$ cat src/rtl/counter_sequencer.sv
// Prescaled up/down run counter with start/stop/hold, one-shot or auto-reload runs.
// All outputs registered; the first step tick lands PRESCALE cycles after RUN is entered.
module counter_sequencer #(
    parameter int WIDTH    = 4,
    parameter int PRESCALE = 50000000
) (
    input  logic             clk,
    input  logic             reset,
    input  logic             start,
    input  logic             stop,
    input  logic             hold,
    input  logic             dir,
    input  logic             auto_reload,
    input  logic [WIDTH-1:0] limit,
    output logic [WIDTH-1:0] count,
    output logic             tick,
    output logic             busy,
    output logic             done
);

    localparam int             PW   = (PRESCALE > 1) ? $clog2(PRESCALE) : 1;
    localparam logic [PW-1:0]  PMAX = PW'(PRESCALE - 1);
    localparam logic [WIDTH-1:0] ONE = WIDTH'(1);

    typedef enum logic [1:0] {IDLE, RUN, HOLD, DONE} state_t;

    state_t           state, state_nx;
    logic [PW-1:0]    presc, presc_nx;
    logic [WIDTH-1:0] count_nx, lim_q, lim_nx;
    logic [WIDTH-1:0] start_val, end_val, step_val;
    logic             dir_q, dir_nx, rld_q, rld_nx;
    logic             tick_nx, done_nx, busy_nx;

    assign start_val = dir_q ? '0 : lim_q;
    assign end_val   = dir_q ? lim_q : '0;
    assign step_val  = dir_q ? count + ONE : count - ONE;

    always_comb begin
        state_nx = state;
        presc_nx = presc;
        count_nx = count;
        lim_nx   = lim_q;
        dir_nx   = dir_q;
        rld_nx   = rld_q;
        tick_nx  = 1'b0;
        done_nx  = 1'b0;
        busy_nx  = busy;
        if (stop && state != IDLE) begin
            state_nx = IDLE;
            presc_nx = '0;
            count_nx = '0;
            busy_nx  = 1'b0;
        end else if (start && (state == IDLE || state == DONE)) begin
            lim_nx   = limit;
            dir_nx   = dir;
            rld_nx   = auto_reload;
            presc_nx = '0;
            if (limit == '0) begin
                state_nx = DONE;
                count_nx = '0;
                done_nx  = 1'b1;
                busy_nx  = 1'b0;
            end else begin
                state_nx = RUN;
                count_nx = dir ? '0 : limit;
                busy_nx  = 1'b1;
            end
        end else if (state == RUN || state == HOLD) begin
            if (hold) begin
                state_nx = HOLD;
            end else begin
                // Leaving HOLD advances the prescaler in the same cycle, keeping step phase intact.
                state_nx = RUN;
                if (presc == PMAX) begin
                    presc_nx = '0;
                    tick_nx  = 1'b1;
                    if (count == end_val) begin
                        count_nx = start_val;
                    end else begin
                        count_nx = step_val;
                        if (step_val == end_val) begin
                            done_nx = 1'b1;
                            if (!rld_q) begin
                                state_nx = DONE;
                                busy_nx  = 1'b0;
                            end
                        end
                    end
                end else begin
                    presc_nx = presc + PW'(1);
                end
            end
        end
    end

    always_ff @(posedge clk or posedge reset) begin
        if (reset) begin
            state <= IDLE;
            presc <= '0;
            count <= '0;
            lim_q <= '0;
            dir_q <= 1'b0;
            rld_q <= 1'b0;
            tick  <= 1'b0;
            done  <= 1'b0;
            busy  <= 1'b0;
        end else begin
            state <= state_nx;
            presc <= presc_nx;
            count <= count_nx;
            lim_q <= lim_nx;
            dir_q <= dir_nx;
            rld_q <= rld_nx;
            tick  <= tick_nx;
            done  <= done_nx;
            busy  <= busy_nx;
        end
    end

endmodule
$ cat config.mk
export PLATFORM = sky130hd
export DESIGN_NAME = counter_sequencer
export DESIGN_NICKNAME = d
export VERILOG_FILES = /design/src/rtl/counter_sequencer.sv
export SDC_FILE = /design/constraint.sdc
export NUM_CORES = 1
export LEC_CHECK = 0
export ABC_AREA = 1
export CAP_MARGIN = 30
export CORE_MARGIN = 2
export CORE_UTILIZATION = 55
export DETAILED_ROUTE_END_ITERATION = 6
export DONT_BUFFER_PORTS = 1
export GPL_ROUTABILITY_DRIVEN = 0
export PLACE_DENSITY = 0.69
export SETUP_SLACK_MARGIN = 0.4
export SYNTH_ARGS = -nofsm -noshare
export SYNTH_HDL_FRONTEND = slang
export SYNTH_SLANG_ARGS = --single-unit
$ cat constraint.sdc
create_clock -name clk -period 1.82 [get_ports clk]
set_clock_uncertainty 0.1 [all_clocks]
set_input_delay 0.182 -clock clk [delete_from_list [all_inputs] [get_ports clk]]
set_output_delay 0.182 -clock clk [all_outputs]
set_load 0.02 [all_outputs]
### Word-level counts from Yosys, hierarchy flattened

Cells that the tools add are included.

* add/sub/neg operators: 3
* equality and inequality tests: 9
* muxes and demuxes: 47
* bitwise logic cells: 1
* reduce and logical (&&, ||, !) cells: 14

Operator list (number)
* two-way mux 26 bit: 5
* two-way mux 4 bit: 11
* adder 26 x 1 -> 26 bit (second input constant): 1
* == test 26 bit (second input constant): 1
* two-way mux 1 bit: 22
* two-way mux 2 bit: 9
* nonzero test 3 bit: 3
* == test 4 bit: 2
* inequality test 3 x 1 -> 1 bit (second input constant): 2
* AND reduction 6 bit: 1
* adder 4 x 1 -> 4 bit (second input constant): 1
* == test 2 bit (second input constant): 2
* logical NOT 4 bit: 1
* AND reduction 2 bit: 2
* subtractor 4 x 1 -> 4 bit (second input constant): 1
* inequality test 3 bit (second input constant): 1
* AND reduction 3 bit: 1
* == test 2 x 1 -> 1 bit (second input constant): 1
* logical AND 1 bit: 2
* logical NOT 2 bit: 1
* logical OR 1 bit: 2
* nonzero test 2 bit: 1
* inverter 1 bit: 1

* register bits: 41
* input port bits: 11
* output and inout port bits: 7
* word-level logic and storage cells: 83

### Depth between registers and ports, before layout

* word-level depth: 10
* mapped depth: 14
* gate-level depth less buffers: 13

### Worst setup path after synthesis

OpenSTA, ideal clock, no wires.

* path type: reg-to-reg
* start: reg count[0]
* end: reg busy
* setup time: 0.116 ns
* arrival time: 1.806 ns
* data required time: 1.604 ns
* path slack: -0.202 ns
* stages on the path, launching flop included: 11
* path buffers: 0
* clock period less this slack: 2.022 ns
* path through: dfrtp_1 > inv_1 > fa_1 > xnor2_1 > nand2_1 > nor2_1 > inv_1 > a21oi_1 > nand3_1 > nand2_1 > nand2_1

* word-level cells in the longest chain between the ends: 5
* elaborated cells between the ends (all ways): 8
* those cells by class: 2 x add/sub; 3 x eq/ne; 1 x mux; 2 x reduce/logical

Ends and longest elaborated chain
* from (decl): RTL line 15 `output logic [WIDTH-1:0] count,`
* from (signal assigned): RTL line 110 `count <= count_nx;`
* subtractor 4 x 1 -> 4 bit / adder 4 x 1 -> 4 bit (equally long branches): RTL line 36 `assign step_val = dir_q ? count + ONE : count - ONE;`
* two-way mux 4 bit: RTL line 36
* == test 4 bit: RTL line 81 `if (step_val == end_val) begin`
* nonzero test 3 bit (no line)
* AND reduction 6 bit (no line) (*)
* to (signal assigned): RTL line 116 `busy <= busy_nx;`
* to (decl): RTL line 17 `output logic busy,`

Every way passes the cells marked *; elsewhere a longest branch is shown, timed or not.
A chain may end at the register's enable or synchronous reset.

### Worst setup path after layout

* start: reg count[1]
* end: reg busy

The elaborated chain is that of the path after synthesis.

==> out/metrics.yaml <==
status: "finished, violations left"
violations: "setup timing"
p_per_area_nw_per_um2: 1499
portBuffers: 0
hold_violations: 0
muxShareOfSynthArea: 0
core_um2: 4661
die-area_um2: 5368
synth-simple-area-share: 0.3964
whs_ps: 12.21
clkSinkCount: 41
cp_slowest_cell: "fa_1"
max_stage_delay_ps: 570
synthCells: 378
synth_top_family_by_area: "simple AND/OR/NAND/NOR gates"
synth_compound_area_frac: 0.05073
syn_avg_cell_area_um2: 6.981
worstPathRequired_ps: 1920
fin_crit_ps: 1890
area_growth_pct: 47.80
grt_pass1_wl_mm: 12.32
cts-root-buf: "clkbuf_8"
antenna_found_initial: 0
rsz0062_at_grt: "yes"
power.leakage_nw: 1.899
tns_ps: -591.2
finalWorstSetupSlack_ps: -70.15
grt_max_degree: 42
drv_slew: 0
hold_start: "limit[0]"
critPathMaxFanout: 2
start_util: 0.5662
cap_viol_max_count: 0
via_per_inst: 5.510
crit_path_start_kind: "flip-flop"
worst_slew_pin_slew_ps: 534.2
rows: 25
h-tree-depth: 2
synth_cell_types: 36
hpwl_mm: 4.606
clk_pin_slew_worst_paths_ps: 80
cts_tree: "done"
fmax_mhz: 529.1
drive_gt1_frac: 0.3943
holdCritPathClass: "in -> reg"
grt_pass1_vias: 2744
routedWlPerCell_um: 15.81
synth_xor_area_frac: 0.04315
clockBufferDepth: 2
r2r-start: "count[1]$_DFFE_PP0P_"
ys_seq_area_frac: 0.3888
drt_iter0_drc: 198
cp_common_cell: "nand2_1"
ir_drop_v: 0.0007625
ios: 18
synth_fa_ha_area_frac: 0.02655
crit_path_cell_trace: "inv_2, fa_1, xnor2_1, nand2_1, nor2_2, inv_1, a21oi_2, nand3_1, nand2_1, nand2_1"
grt_overflow_total: 0
wl_mm: 8.030
drtPass1Iterations: 4
antennaDiodeCount: 0
ys_warn_count: 0
die_y_um: 73.27
grt_usage: 0.2997
clk_latency_ps: 300
crit_arrival_ps: 1990
dp_cells: 460
fin_nets: 470
syn_nets: 394
die_w_um: 73.27
stdcell_count: 508
crit_path_start: "count[1]$_DFFE_PP0P_"
vias: 2799
ys_seq_elements: 41
cts_buffers: 5
end_kind: "flip-flop"
setup-violations-final: 18
synth_area_um2: 2639
drc: 0
ant_nets: 0
finalCritPeriodShare: 1.039
max_slew_margin: 0.6439
criticalPathCategory: "reg -> reg"
stage by stage:
stage	power (mW)	instance area, µm²	util	setup WS (ps)
after CTS	5.538	3792	0.8137	-52.70
after global routing	6.181	3900	0.8368	-176.2
after detailed placement	3.856	3060	0.6566	-88.33
after global placement	3.800	3060	0.6566	-46.28
after floorplan	3.192	2789	-	-57.10
final	5.847	3900	0.8368	-70.15
path summary, 6_finish.rpt:
path	slack [ps]	depth (start not counted)	to
setup / recovery	-70	10	busy$_DFFE_PP0P_
hold / removal	10	4	count[0]$_DFFE_PP0P_
setup reg to reg	-70	10	busy$_DFFE_PP0P_
hold reg to reg	450	2	lim_q[3]$_DFFE_PP0P_
max in group asynchronous	840	3	count[1]$_DFFE_PP0P_
min in group asynchronous	360	3	state[1]$_DFFE_PP0P_
report_power, final:
group | internal [mW] | switching (mW)
clock | 0.301 | 0.320
combinational | 1.72 | 2.22
sequential | 1.10 | 0.184
total | 3.12 | 2.73
layout by cell type, fill, tap and decap left out, drive strengths merged, types with 6 or more instances in the layout:
cell type / synthesis / routed
dlygate4sd3: 0 / 8
clkbuf: 0 / 7
nor3: 9 / 9
dfrtp: 41 / 41
nor2: 54 / 54
nand4: 6 / 6
a21oi: 8 / 8
o21ai: 10 / 10
buf: 5 / 63
inv: 54 / 56
nand3: 33 / 33
xor2: 9 / 9
nand2: 128 / 129
synthesized netlist by cell type:
| library cell | number | area, µm² |
|---|---|---|
| a211oi_1 | 1 | 7.510 |
| a21oi_1 | 8 | 40.04 |
| a31oi_1 | 1 | 6.260 |
| and3_1 | 1 | 6.260 |
| buf_2 | 2 | 10.01 |
| buf_4 | 1 | 7.510 |
| buf_6 | 2 | 22.52 |
| clkinv_1 | 1 | 3.750 |
| dfrtp_1 | 41 | 1026 |
| fa_1 | 1 | 20.02 |
| ha_1 | 4 | 50.05 |
| inv_1 | 48 | 180.2 |
| inv_2 | 5 | 18.77 |
| inv_4 | 1 | 6.260 |
| nand2_1 | 125 | 469.2 |
| nand2_2 | 2 | 12.51 |
| nand2_4 | 1 | 11.26 |
| nand3_1 | 30 | 150.1 |
| nand3_2 | 3 | 30.03 |
| nand3b_1 | 2 | 15.01 |
| nand4_1 | 6 | 37.54 |
| nor2_1 | 47 | 176.4 |
| nor2_2 | 6 | 37.54 |
| nor2_4 | 1 | 11.26 |
| nor3_1 | 7 | 35.03 |
| nor3_2 | 2 | 20.02 |
| nor3b_1 | 2 | 15.01 |
| nor3b_2 | 1 | 12.51 |
| o211a_1 | 1 | 10.01 |
| o21ai_0 | 7 | 35.03 |
| o21ai_1 | 2 | 10.01 |
| o21ai_4 | 1 | 16.27 |
| o221ai_1 | 1 | 8.760 |
| or2_2 | 1 | 6.260 |
| xnor2_1 | 4 | 35.03 |
| xor2_1 | 9 | 78.83 |
registers in the layout (all words and copies together) (netlist names), 2 cells and up:
register and flops:
count 4, lim_q 4, presc 26, state 2
worst max-delay path, delay by kind of cell, from the launching register on:
kind	cells	cell delay, ps
simple gates	5	420
xor+xnor	1	130
buf+inv	2	100
compound gates	1	120
flops	1	370
fa+ha+maj	1	570
kinds of logic (layout without fill, tap and decap cells):
| logic type | count (synthesis) | after routing |
|---|---|---|
| AO/OA/AOI/OAI | 22 | 22 |
| AND/OR/NAND/NOR | 237 | 238 |
| adder cells (fa/ha/maj) | 5 | 5 |
| flip-flops | 41 | 41 |
| buffers and inverters | 60 | 135 |
| XOR/XNOR | 13 | 13 |
timing repair:
action / 4_1_cts / 5_1_grt
gates cloned: 4 / 0
gates resized for setup: 84 / 21
pin swaps: 26 / 13
buffers inserted: 24 / 5
setup endpoints to repair: 40 / 41
hold buffers: 8 / 0
endpoints found under the hold margin: 48 / 0
layer usage:
| layer | share of wire | track usage | up-vias |
|---|---|---|---|
| li1 | - | - | 1338 |
| met1 | 0.40 | 0.3624 | 1350 |
| met2 | 0.53 | 0.5255 | 86 |
| met3 | 0.040 | 0.05487 | 25 |
| met4 | 0.029 | 0.1173 | 0 |
| met5 | 0 | 0 | - |
layout make-up:
type                       count  area (µm²)
clock buffer                   7       86.33
sequential                    41        1030
timing repair buffer          71       661.9
timing repair inverter         2       22.52
tap                           54       67.56
multi-input combinational    278        1803
fill                         267       760.7
inverter                      55       229.0
No activity file was read; power rests on OpenSTA's default activity.
